$ cat src/rtl/iddr_pkg.sv
// Shared alignment FSM states and lock/settle constants for iddr_deser.
package iddr_pkg;

  typedef enum logic [1:0] {
    IDLE,
    SEARCH,
    SETTLE,
    LOCKED
  } align_state_t;

  localparam int unsigned LOCK_CNT    = 4;
  localparam int unsigned SETTLE_CNT  = 2;
  localparam int unsigned ALIGN_CNT_W = 2;

endpackage

$ cat src/rtl/iddr_deser_lane.sv
// One deserialiser lane: DDR pair history register and slip-selected word window.
module iddr_deser_lane #(
  parameter int unsigned RATIO  = 2,
  parameter bit          SWAP   = 1'b0,
  parameter int unsigned SLIP_W = 2
) (
  input  logic                clk,
  input  logic                rst,
  input  logic                ce,
  input  logic                da,
  input  logic                db,
  input  logic                load,
  input  logic [SLIP_W-1:0]   slip_pos,
  output logic [2*RATIO-1:0]  word_c,
  output logic [2*RATIO-1:0]  word
);

  localparam int unsigned WORD_W = 2 * RATIO;
  localparam int unsigned HIST_W = 4 * RATIO;

  logic [HIST_W-1:0] hist;
  logic [HIST_W-1:0] hist_next;

  // Newest bits enter at the MSB so the oldest bit of a window lands in its LSB.
  always_comb begin
    hist_next = SWAP ? {da, db, hist[HIST_W-1:2]} : {db, da, hist[HIST_W-1:2]};
    word_c    = WORD_W'(hist_next >> (WORD_W - 32'(slip_pos)));
  end

  always_ff @(posedge clk or posedge rst) begin
    if (rst) begin
      hist <= '0;
      word <= '0;
    end else begin
      if (ce)   hist <= hist_next;
      if (load) word <= word_c;
    end
  end

endmodule

$ cat src/rtl/iddr_deser.sv
// IDDR output deserialiser with bitslip; optional lane-0 auto alignment
// compiled in with IDDR_DESER_ALIGN_EN.
module iddr_deser
  import iddr_pkg::*;
#(
  parameter int unsigned        WIDTH     = 1,
  parameter int unsigned        RATIO     = 2,
  parameter bit                 SWAP      = 1'b0,
  parameter logic [2*RATIO-1:0] TRAIN_PAT = '0
) (
  input  logic                      SCLK,
  input  logic                      RST,
  input  logic                      CE,
  input  logic [WIDTH-1:0]          DA,
  input  logic [WIDTH-1:0]          DB,
  input  logic                      BITSLIP,
  input  logic                      ALIGN_START,
  output logic [WIDTH*2*RATIO-1:0]  Q,
  output logic                      Q_VALID,
  output logic                      ALIGNED
);

  localparam int unsigned WORD_W = 2 * RATIO;
  localparam int unsigned SLIP_W = $clog2(WORD_W);
  localparam int unsigned PH_W   = $clog2(RATIO);

  logic [PH_W-1:0]              phase;
  logic [SLIP_W-1:0]            slip_pos;
  logic                         load;
  logic                         int_slip;
  logic [WIDTH-1:0][WORD_W-1:0] win_c;
  logic                         unused_win;

  assign load       = CE && (phase == PH_W'(RATIO - 1));
  assign unused_win = ^win_c;

  // Word phase counter, slip position and valid strobe.
  always_ff @(posedge SCLK or posedge RST) begin
    if (RST) begin
      phase    <= '0;
      slip_pos <= '0;
      Q_VALID  <= 1'b0;
    end else begin
      Q_VALID <= load;
      if (CE) begin
        phase <= load ? '0 : phase + PH_W'(1);
        if (BITSLIP || int_slip)
          slip_pos <= (slip_pos == SLIP_W'(WORD_W - 1)) ? '0 : slip_pos + SLIP_W'(1);
      end
    end
  end

  for (genvar n = 0; n < WIDTH; n++) begin : g_lane
    iddr_deser_lane #(
      .RATIO  (RATIO),
      .SWAP   (SWAP),
      .SLIP_W (SLIP_W)
    ) u_lane (
      .clk      (SCLK),
      .rst      (RST),
      .ce       (CE),
      .da       (DA[n]),
      .db       (DB[n]),
      .load     (load),
      .slip_pos (slip_pos),
      .word_c   (win_c[n]),
      .word     (Q[n*WORD_W +: WORD_W])
    );
  end

`ifdef IDDR_DESER_ALIGN_EN
  align_state_t           state;
  align_state_t           state_next;
  logic [ALIGN_CNT_W-1:0] cnt;
  logic [ALIGN_CNT_W-1:0] cnt_next;
  logic                   aligned_next;
  logic                   match_c;

  // Lane 0 is judged on the word being loaded, so a slip lands before the next load.
  assign match_c = (win_c[0] == TRAIN_PAT);

  always_ff @(posedge SCLK or posedge RST) begin
    if (RST) begin
      state   <= IDLE;
      cnt     <= '0;
      ALIGNED <= 1'b0;
    end else if (CE) begin
      state   <= state_next;
      cnt     <= cnt_next;
      ALIGNED <= aligned_next;
    end
  end

  always_comb begin
    state_next = state;
    cnt_next   = cnt;
    if (ALIGN_START) begin
      state_next = SEARCH;
      cnt_next   = '0;
    end else if (load) begin
      case (state)
        SEARCH: begin
          if (!match_c) begin
            state_next = SETTLE;
            cnt_next   = '0;
          end else if (cnt == ALIGN_CNT_W'(LOCK_CNT - 1)) begin
            state_next = LOCKED;
            cnt_next   = '0;
          end else begin
            cnt_next = cnt + ALIGN_CNT_W'(1);
          end
        end
        SETTLE: begin
          if (cnt == ALIGN_CNT_W'(SETTLE_CNT - 1)) begin
            state_next = SEARCH;
            cnt_next   = '0;
          end else begin
            cnt_next = cnt + ALIGN_CNT_W'(1);
          end
        end
        default: ;
      endcase
    end
  end

  always_comb begin
    int_slip     = 1'b0;
    aligned_next = (state_next == LOCKED);
    if (load && !ALIGN_START && (state == SEARCH) && !match_c) int_slip = 1'b1;
  end
`else
  logic unused_align;

  assign ALIGNED      = 1'b0;
  assign int_slip     = 1'b0;
  assign unused_align = ^{ALIGN_START, TRAIN_PAT};
`endif

endmodule

$ cat config.mk
export PLATFORM = sky130hd
export DESIGN_NAME = iddr_deser
export DESIGN_NICKNAME = d
export VERILOG_FILES = /design/src/rtl/iddr_pkg.sv /design/src/rtl/iddr_deser_lane.sv /design/src/rtl/iddr_deser.sv
export SDC_FILE = /design/constraint.sdc
export NUM_CORES = 1
export LEC_CHECK = 0
export CAP_MARGIN = 20
export CORE_MARGIN = 5
export CORE_UTILIZATION = 35
export DETAILED_ROUTE_END_ITERATION = 8
export PLACE_DENSITY_LB_ADDON = 0.05
export SLEW_MARGIN = 10
export SYNTH_ARGS = -nofsm -noshare
export SYNTH_HDL_FRONTEND = slang
export SYNTH_SLANG_ARGS = --single-unit
$ cat constraint.sdc
create_clock -name SCLK -period 2.95 [get_ports SCLK]
set_clock_uncertainty 0.1 [all_clocks]
set_input_delay 0.7375 -clock SCLK [delete_from_list [all_inputs] [get_ports SCLK]]
set_output_delay 0.7375 -clock SCLK [all_outputs]
set_load 0.05 [all_outputs]
Word-level counts from Yosys, hierarchy flattened

Index checks and enable logic that the tools add are counted.

Register bits: 16
Bits of input ports: 7
Output and inout bits: 6
Word-level logic and storage cells: 14

Add/sub/neg operators: 3
Equality and inequality tests: 1
Shift operators: 1
Muxes and demuxes: 2
Reduce and logical (&&, ||, !) cells: 2

Operator list:

| kind                  | count |
|---|---|
| $shr A8 B32 Y4        | 1 |
| $sub A3 B2 Y4 const A | 1 |
| $add A2 B1 Y2 const B | 1 |
| $eq A2 B2 Y1 const B  | 1 |
| $mux W2               | 1 |
| $reduce_and A2 Y1     | 1 |
| $add A1 B1 Y1 const B | 1 |
| $logic_and A1 B1 Y1   | 1 |
| $mux W1               | 1 |

Logic depth before layout (Yosys ltp)

Gate-level depths: netlist (run 1).

Depth after elaboration: 2
Mapped depth: 7
Depth with buffers taken out: 5

Hierarchy

From an unflattened synthesis (run 1), not the netlist that was laid out.

Cell total of the unflattened synthesis: 69
Area total of the unflattened synthesis: 797.0 sq um

By module, submodules not included:

| module          | instances | cells each | area an instance (sq um) |
|---|---|---|---|
| iddr_deser_lane | 1         | 55         | 613.1 |
| iddr_deser      | 1         | 14         | 183.9 |

Least setup slack after synthesis (run 1)

No wires, ideal clock.

Path kind: register to register
Start: register slip_pos[0]
End: register g_lane[0].u_lane.word[0]
Setup time: 0.130 ns
Arrival: 1.889 ns
Data required time: 2.720 ns
Setup slack: 0.831 ns
Cell stages (with the launch flop): 8
Period minus slack after synthesis: 2.119 ns
Cells stage by stage: dfrtp_1 > buf_2 > inv_1 > ha_1 > buf_6 > mux4_2 > a222oi_1 > a21oi_1

Word-level cells in the longest chain between the ends: 2

Ends and longest elaborated chain:

| item                     | line                  | RTL |
|---|---|---|
| start: declaration       | iddr_deser.sv:28      | `logic [SLIP_W-1:0] slip_pos;` |
| start signal: assignment | iddr_deser.sv:48      | `slip_pos <= (slip_pos == SLIP_W'(WORD_W - 1)) ? '0 : slip_pos + SLIP_W'(1);` |
| $sub A3 B2 Y4            | iddr_deser_lane.sv:27 | `word_c = WORD_W'(hist_next >> (WORD_W - 32'(slip_pos)));` |
| $shr A8 B32 Y4           | iddr_deser_lane.sv:27 |  |
| end signal: assignment   | iddr_deser_lane.sv:36 | `if (load) word <= word_c;` |
| end: declaration         | iddr_deser_lane.sv:15 | `output logic [2*RATIO-1:0] word` |

Every way passes these cells.
A chain may end at the register's enable or synchronous reset.

Worst setup path in the final report (run 1)

Same ends and word-level chain as after synthesis.

==> results of run 1 <==
-- kinds of logic (layout without fill, tap and decap cells) --
| family | after synthesis | count (layout) | synth area share |
|---|---|---|---|
| compound gates | 7 | 7 | 0.0653 |
| xor+xnor | 1 | 1 | 0.0114 |
| fa+ha+maj | 2 | 2 | 0.0326 |
| buf+inv | 9 | 18 | 0.0620 |
| flops | 14 | 14 | 0.457 |
| mux | 14 | 14 | 0.279 |
| other cells | 1 | 1 | 0.00489 |
| simple gates | 14 | 14 | 0.0881 |
-- worst max-delay path by stage --
stage,startpoint,end,slack (ns),depth (start not counted)
floorplan,slip_pos[0],g_lane[0].u_lane.word[0],0.83,7
global placement,slip_pos[0],g_lane[0].u_lane.word[0],0.53,5
detailed placement,slip_pos[0],g_lane[0].u_lane.word[0],0.59,5
CTS,slip_pos[0],g_lane[0].u_lane.word[0],0.56,5
global route,slip_pos[0],g_lane[0].u_lane.word[0],0.42,5
finish,slip_pos[0],g_lane[0].u_lane.word[0],0.55,5
-- synth_stat cells, types with 2 or more instances --
cell | n | area share
inv_1 | 4 | 0.020
buf_2 | 2 | 0.013
nand2_1 | 4 | 0.020
mux2_2 | 10 | 0.15
a21oi_1 | 2 | 0.013
nand3_1 | 2 | 0.013
dfrtp_1 | 14 | 0.46
nor2_1 | 4 | 0.020
mux4_1 | 3 | 0.10
ha_1 | 2 | 0.033
-- cell usage in the layout, fill, tap and decap left out --
cell / Yosys / routed
a21o_1: 1 / 1
a21oi_1: 2 / 2
a222oi_1: 1 / 1
a22oi_1: 1 / 1
a31oi_1: 1 / 1
a41oi_1: 1 / 1
and2_1: 1 / 1
and2_2: 1 / 1
and2b_2: 1 / 1
clkbuf_4: 0 / 3
clkbuf_8: 0 / 1
clkdlybuf4s50_1: 0 / 10
conb_1: 1 / 1
dfrtp_1: 14 / 14
ha_1: 2 / 2
inv_1: 4 / 4
mux2_2: 10 / 10
mux4_1: 3 / 3
mux4_2: 1 / 1
nand2_1: 4 / 4
nand3_1: 2 / 2
nor2_1: 4 / 4
nor3_1: 1 / 1
xor2_1: 1 / 1
-- flip-flops by register name, indices dropped and copies added (netlist names) --
signal / flops
slip_pos: 2
g_lane.u_lane.hist: 6
Q_VALID: 1
phase: 1
g_lane.u_lane.word: 4
-- where the power goes --
group / switching (mW) / leakage [nW] / internal (mW)
clock: 0.0600 / 0.0210 / 0.0750
sequential: 0.0508 / 0.164 / 0.255
combinational: 0.253 / 0.204 / 0.227
-- cell type report --
class / count / area share
sequential: 14 / 0.387
clock buffer: 4 / 0.0401
inverter: 4 / 0.0166
multi-input combinational: 39 / 0.407
tap: 28 / 0.0387
timing repair buffer: 10 / 0.110
-- through the flow --
step / power, mW / hold WS, ns / std cells / setup WS, ns / cell area [um^2]
after floorplan: 0.706 / 0.331 / 62 / 0.831 / 767
after global placement: 0.799 / 0.346 / 95 / 0.531 / 870
after detailed placement: 0.794 / 0.352 / 95 / 0.594 / 870
after CTS: 0.935 / 0.368 / 99 / 0.557 / 906
after global routing: 0.978 / 0.383 / 99 / 0.423 / 906
final: 0.921 / 0.364 / 99 / 0.555 / 906
-- worst reg2reg max path: cells and delay by family (launching register included) --
family          cells  cell delay, ns
buf+inv             1            0.14
fa+ha+maj           1            0.44
flops               1            0.58
mux                 1            0.54
compound gates      2            0.48
-- per-layer routing --
metal | up-vias | routed length (um) | track usage | share of wire
met3 | 2 | 71 | 0.0230 | 0.060
li1 | 240 | - | - | -
met4 | 0 | 16 | 0.0397 | 0.013
met1 | 240 | 527 | 0.101 | 0.44
met5 | - | 0 | 0 | 0
met2 | 12 | 573 | 0.119 | 0.48
==> results.json, run 1 <==
{
  "status": "finished clean",
  "worst_ep_required_time_ns": 3.00,
  "n_fill_cell": 205,
  "cpPeakStageDelay_ns": 0.58,
  "postCtsSetupRepairBufs": 0,
  "cts_tree": "done",
  "relSlewSlack": 0.655,
  "rows": 17,
  "clock_latency_ns": 0.27,
  "cts.reportedPaths.clkPinSlew_ns": 0.08,
  "rsz0062_at_grt": "no",
  "min_to": "phase",
  "r2r-end": "g_lane[0].u_lane.word[0]",
  "finalNetCount": 81,
  "wl_um": 1190,
  "endpoint_kind": "register",
  "routabilityCongestion": 0.736,
  "die_x_um": 56.8,
  "area_delta_synth_final_pct": 18.1,
  "root_buffer": "clkbuf_4",
  "start_kind": "register",
  "via_count": 494,
  "final_util": 0.422,
  "timing.critical_path.buf_inv": 1,
  "cpLargestDelayFamily": "flip-flops",
  "r2r_start": "slip_pos[0]",
  "synth_cell_types": 25,
  "io_buffers": 10,
  "setup_viol": 0,
  "p_leak_nw": 0.389,
  "cp.arrival_ns": 2.45,
  "power_density_nw_per_um2": 1020,
  "r2r_slack_ns": 0.55,
  "tns_ns": 0,
  "grt_pass1_vias": 449,
  "dr.pass1.iters": 6,
  "hold_violations": 0,
  "cts_sinks": 14,
  "post-route-period-util": 0.812,
  "async_reset_ff_frac": 1.00,
  "syn_nets": 71,
  "holdCritStartpoint": "phase",
  "htree_levels": 1,
  "ctsHoldBuffers": 0,
  "hold_path_depth": 1,
  "viasPerCell": 4.99,
  "drive_gt1_frac": 0.239,
  "drv_slew": 0,
  "netlist_area_um2": 767,
  "clk_path_buf_depth": 2,
  "tightest_slew_ns": 0.517,
  "antenna_found_initial": 0,
  "cp_slowest_cell": "dfrtp_1",
  "ys_ff_latch": 14,
  "grt_max_degree": 15,
  "multi_input_area_um2": 369,
  "path_cells": "inv_1, ha_1, mux4_2, a222oi_1, a21oi_1",
  "initial_utilization": 0.357,
  "grt_pass1_wl_um": 1960,
  "track_usage": 0.0784,
  "grt_remaining_overflow": 0,
  "design.die.area_um2": 3230,
  "synth_warnings": 0,
  "ant_nets": 0,
  "synth_edf_count": 0,
  "worst-path-max-fanout": 11,
  "ys.flop_type": "dfrtp_1",
  "maxCapViolations": 0,
  "place.detailed.hpwl_um": 913,
  "cts_made_buffers": 3,
  "period_minus_slack_ns": 2.40,
  "coreArea_um2": 2150,
  "ios": 13,
  "max_clock_freq_mhz": 418,
  "first_iter_violations": 6,
  "ir_drop_mv": 0.404,
  "cts_resized": 0,
  "syn_area_per_cell_um2": 12.4,
  "regArea_um2": 350,
  "reg2regPathDepth": 5,
  "hold_class": "reg -> reg",
  "die_height_um": 56.8,
  "antennaDiodeCount": 0,
  "seq_area_frac_synth": 0.457,
  "path_class": "reg -> reg",
  "wl_per_cell_um": 12.0,
  "synth_cells": 62,
  "drc": 0
}
(Power assumes the default switching activity.)
==> run 2, diff against run 1 <==
clock period = 2.36 ns   (was 2.95 ns; I/O delays follow)
==> run 2 against run 1 <==
Global-route usage grew 0.44 points. Hold slack lost 0.0050 ns. Utilization increased by 1.0 points. Power rose by 28%. Count of clock-buffer cells in the layout is the same. Critical path depth fell by 4. Register-to-register slack got worse by 0.14 ns. Via count grew 0.40%. Routed wire length increased by 6.3%. Setup slack worse by 0.31 ns. First-iteration DRC count is 33% lower.
==> results.json, run 2 (synthesized netlist as in run 1, its figures left out) <==
{
  "status": "finished clean",
  "largest-register": "g_lane.u_lane.hist",
  "clock_latency_ns": 0.27,
  "drive_gt1_frac": 0.270,
  "largest_registers": "g_lane.u_lane.hist: 6 flops, g_lane.u_lane.word: 4 flops, slip_pos: 2 flops",
  "power_density_nw_per_um2": 1270,
  "via_count": 496,
  "track_usage": 0.0828,
  "design_area_um2": 928,
  "cts_made_buffers": 3,
  "cp_slowest_cell": "clkdlybuf4s50_1",
  "reg2regPathDepth": 5,
  "grt_pass1_vias": 461,
  "rows": 17,
  "max_clock_freq_mhz": 474,
  "crit_end": "Q[1]",
  "endpoint_kind": "primary output",
  "routabilityCongestion": 0.753,
  "met1_usage": 0.108,
  "path_class": "reg -> out",
  "whs_ns": 0.359,
  "r2r_slack_ns": 0.41,
  "antennaDiodeCount": 0,
  "area_delta_synth_final_pct": 21.0,
  "largest_reg_flops": 6,
  "wl_um": 1260,
  "final_util": 0.432,
  "cp.depth": 1,
  "dr.pass1.iters": 4,
  "cts.reportedPaths.clkPinSlew_ns": 0.08,
  "hold_violations": 0,
  "drc": 0,
  "ir_drop_mv": 0.513,
  "p_total_mw": 1.18,
  "cts_resized": 0,
  "hold_class": "reg -> reg",
  "post-route-period-util": 0.895,
  "grt_remaining_overflow": 0,
  "postCtsSetupRepairBufs": 0,
  "antenna_found_initial": 0,
  "setup_viol": 0,
  "rsz0062_at_grt": "no",
  "worst_ep_required_time_ns": 1.67,
  "final_common_cell": "dfrtp_1",
  "worst-path-max-fanout": 2,
  "ctsHoldBuffers": 0,
  "cp.arrival_ns": 1.42,
  "io_buffers": 10,
  "period_minus_slack_ns": 2.11,
  "first_iter_violations": 4,
  "mostFrequentLayoutCells": "dfrtp_1, mux2_2, clkdlybuf4s50_1",
  "drv_slew": 0,
  "met3_usage": 0.0253,
  "relSlewSlack": 0.646,
  "finalNetCount": 84,
  "cts_tree": "done",
  "grt_max_degree": 15,
  "die_x_um": 56.8,
  "initial_utilization": 0.357,
  "ios": 13,
  "start_kind": "register",
  "ant_nets": 0,
  "place.detailed.hpwl_um": 960,
  "place_area_um2": 892,
  "clk_path_buf_depth": 2,
  "coreArea_um2": 2150,
  "htree_levels": 1,
  "tightest_slew_ns": 0.530,
  "grt_pass1_wl_um": 2080,
  "r2r_start": "slip_pos[0]",
  "cts_sinks": 14,
  "p_leak_nw": 0.404,
  "design.die.area_um2": 3230,
  "cpPeakStageDelay_ns": 0.80,
  "n_fill_cell": 211,
  "root_buffer": "clkbuf_4",
  "use_met2": 0.124,
  "r2r-end": "g_lane[0].u_lane.word[0]",
  "viasPerCell": 4.86,
  "wl_per_cell_um": 12.4,
  "tns_ns": 0,
  "die_height_um": 56.8,
  "timing.critical_path.buf_inv": 1,
  "gr-max-usage-layer": "met2",
  "maxCapViolations": 0,
  "path_cells": "clkdlybuf4s50_1",
  "cpLargestDelayFamily": "buffers and inverters",
  "startpoint": "g_lane[0].u_lane.word[1]"
}
==> run 2: cell types whose count changed in the layout (fill, tap and decap cells not counted), sizes merged <==
| cell | before | now |
|---|---|---|
| buf | 0 | 3 |
==> run 2: where the power goes <==
part	internal, mW	switching [mW]	total, mW
Combinational	0.307	0.343	0.651
Clock	0.0936	0.0744	0.168
Sequential	0.319	0.0452	0.365
Total	0.720	0.463	1.18
==> run 2: routing by layer <==
metal	wire, um	vias to the layer above
met5	0	-
met4	13	0
met3	63	2
met2	590	8
met1	595	241
li1	-	245
==> run 2: per-stage QoR <==
stage,setup WS (ns),cells
floorplan,0.241,62
global placement,0.303,98
detailed placement,0.318,98
CTS,0.223,102
global route,0.185,102
finish,0.248,102
==> run 2: worst min-delay path by stage <==
stage / endpoint / slack (ns) / cells past startpoint / from
4_1_cts: phase / 0.37 / 1 / phase
3_3_place_gp: phase / 0.35 / 1 / phase
6_report: phase / 0.36 / 1 / phase
3_5_place_dp: phase / 0.35 / 1 / phase
5_1_grt: phase / 0.38 / 1 / phase
2_1_floorplan: phase / 0.33 / 1 / phase
==> run 2: final cells by class <==
type | instances | area [um^2] | share of cell area
timing repair buffer | 13 | 123 | 0.132
sequential | 14 | 350 | 0.377
inverter | 4 | 15.0 | 0.0162
clock buffer | 4 | 36.3 | 0.0391
multi-input combinational | 39 | 369 | 0.398
tap | 28 | 35.0 | 0.0377
==> run 3, diff against run 2 <==
MAX_ROUTING_LAYER = met4   (was default)
==> results of run 3 <==
No change in the layout: final DEF, timing and power equal those of run 2.
Main changes from that run: final weighted congestion in routability-driven placement 0.753 -> 0.763; overall routing resource usage 0.0828 -> 0.0850
==> edit: new RTL, flow settings as in run 1 <==
`RATIO` is set to 2 in 2 places; all go to 4.
--- a/src/rtl/iddr_deser_lane.sv
+++ b/src/rtl/iddr_deser_lane.sv
@@ -1,6 +1,6 @@
 // One deserialiser lane: DDR pair history register and slip-selected word window.
 module iddr_deser_lane #(
-  parameter int unsigned RATIO  = 2,
+  parameter int unsigned RATIO  = 4,
   parameter bit          SWAP   = 1'b0,
   parameter int unsigned SLIP_W = 2
 ) (
--- a/src/rtl/iddr_deser.sv
+++ b/src/rtl/iddr_deser.sv
@@ -4,7 +4,7 @@
   import iddr_pkg::*;
 #(
   parameter int unsigned        WIDTH     = 1,
-  parameter int unsigned        RATIO     = 2,
+  parameter int unsigned        RATIO     = 4,
   parameter bit                 SWAP      = 1'b0,
   parameter logic [2*RATIO-1:0] TRAIN_PAT = '0
 ) (
Interface: changed (resized Q); port bits go from 13 to 17. The function was not compared with the original's and may differ.
==> edit against run 1 <==
Sequential share of layout area fell by 4.5 points. Highest routed layer unchanged. Cell count grew 130%. Sequential cell count grew 14. Largest cell class unchanged. Cell area grew 130%. Power rose to 2.5 times the old value. Utilization fell by 2.1 points. Setup slack got worse by 0.073 ns. Synthesized area up 140%. Die area increased by 110%. Critical path depth up 1. Clock power grew 57%. Wire length grew to 3.1 times the old value. Combinational power grew to 3.1 times the old value.
==> edit: results (changes against run 1) <==
Status: finished clean (unchanged)
Global placement routability congestion: 0.857 (was 0.736)
Hold Path End: g_lane[0].u_lane.word[1] (was phase)
Min-Delay Path Class: register to register (unchanged)
R2r worst-path depth: 6 (was 5)
Pre-CTS setup slack: 0.507 ns (was 0.594 ns)
Post-CTS Setup Bufs: 0 (unchanged)
R2R Setup Slk: 0.48 ns (was 0.55 ns)
Initial DRC Count: 106 (was 6)
Min-delay src: g_lane[0].u_lane.word[1] (was phase)
Tot GR Track Use: 12.2% (was 7.84%)
Net Sw Frac: 44.0% (was 39.5%)
Slowest CP cell: mux4_1 (was dfrtp_1)
Met3 wire length: 173 microns (was 71 microns)
Post-DP HPWL: 2820 microns (was 913 microns)
Non-Filler Instances: 230 (was 99)
First-pass GRT wire length: 6440 microns (was 1960 microns)
Main flop type after synthesis: dfrtp_1 (unchanged)
CTS Buffer Depth: 2 (unchanged)
Commonest cells post-synth: 28 x dfrtp_1, 17 x mux2_2, 14 x mux2i_1, 9 x mux4_2, 9 x nor2_1 (was 14 x dfrtp_1, 10 x mux2_2, 4 x inv_1, 4 x nand2_1, 4 x nor2_1)
Worst path arrival time: 2.59 ns (was 2.45 ns)
Worst Path Max Fanout: 10 (was 11)
Reg2Reg Launch Point: slip_pos[1] (was slip_pos[0])
Routed WL: 3700 microns (was 1190 microns)
Fillers: 509 (was 205)
Synth cell types: 40 (was 25)
Pleak: 0.856 nW (was 0.389 nW)
Drt via density: 5.41 (was 4.99)
CTS Buf Count: 3 (unchanged)
Worst Max-Slew Pin Slew: 0.592 ns (was 0.517 ns)
Post-synthesis net count: 161 (was 71)
Post_cts resized: 0 (unchanged)
Routed wl met2: 1770 microns (was 573 microns)
Clk Latency, worst-skew pair: 0.27 ns (about the same)
Worst hold margin: 0.384 ns (was 0.364 ns)
Regs by FF count: g_lane.u_lane.hist x14, g_lane.u_lane.word x8, slip_pos x3 (was g_lane.u_lane.hist x6, g_lane.u_lane.word x4, slip_pos x2)
Wl on met1: 1700 microns (was 527 microns)
Largest net degree at the start of global routing: 29 (was 15)
Dominant cells by area after synthesis: dfrtp_1 38%, mux4_2 11%, mux2_2 10%, mux2i_1 7.7%, mux4_1 4.3% (was dfrtp_1 46%, mux2_2 15%, mux4_1 10%, ha_1 3.3%, mux4_2 2.9%)
Asr flop ratio synth: 100% (unchanged)
Placement Cell Area: 2010 sq um (was 870 sq um)
Buffers added on ports: 14 (was 10)
1st-pass router iterations: 4 (was 6)
CP top delay family: multiplexers (was flip-flops)
R2r endpoint: g_lane[0].u_lane.word[7] (was g_lane[0].u_lane.word[0])
Peak VDD IR: 0.000331 V (was 0.000404 V)
Synth Area per Inst: 12.2 sq um (was 12.4 sq um)
Reg clk slew, reported paths: 0.10 ns (was 0.08 ns)
Sequential cell area fraction in the yosys report: 38.3% (was 45.7%)
Vias in the first global route: 1296 (was 449)
Nets: 173 (was 81)
Fraction of layout cells with a size suffix above 1: 21.9% (was 23.9%)
CP max stage delay: 0.63 ns (was 0.58 ns)
CTS Root Buffer Type: clkbuf_8 (was clkbuf_4)
-- edit: final cells by class --
class | count | area, sq um | area share (%)
Clock buffer | 3 | 41.3 | 2.02
Inverter | 6 | 22.5 | 1.10
Multi-Input combinational cell | 104 | 1020 | 49.7
Sequential cell | 28 | 701 | 34.2
Tap cell | 70 | 87.6 | 4.28
Timing Repair Buffer | 19 | 178 | 8.67
-- edit: how the worst max path moves through the flow --
stage | start | endpoint | slack [ns] | cells after the start
after floorplan | slip_pos[0] | g_lane[0].u_lane.word[1] | 0.63 | 8
final | slip_pos[1] | g_lane[0].u_lane.word[7] | 0.48 | 6
after global placement | DB | g_lane[0].u_lane.word[1] | 0.50 | 5
after global routing | slip_pos[1] | g_lane[0].u_lane.word[7] | 0.32 | 6
after CTS | slip_pos[1] | g_lane[0].u_lane.word[7] | 0.48 | 6
after detailed placement | slip_pos[1] | g_lane[0].u_lane.word[7] | 0.51 | 6
-- edit: power by group through the flow --
stage	sequential [W]	combinational, W	clock, W
after global placement	0.000657	0.00148	0
after detailed placement	0.000664	0.00149	0
after global routing	0.000678	0.00160	0.000235
after floorplan	0.000810	0.00106	0
after CTS	0.000654	0.00149	0.000225
final	0.000652	0.00148	0.000212
-- edit: cell families after synthesis --
family | Yosys count | share of synthesized area (%)
compound gates | 28 | 11.1
other cells | 1 | 0.205
flops | 28 | 38.3
simple gates | 26 | 6.76
fa+ha+maj | 4 | 2.73
xor+xnor | 2 | 1.37
mux | 43 | 33.5
buf+inv | 18 | 6.15
-- edit: per-layer routing --
metal | vias to the layer above | GRT usage [%]
met5 | - | 0
met4 | 0 | 4.15
met3 | 6 | 1.74
met2 | 30 | 20.0
met1 | 623 | 16.6
li1 | 586 | -
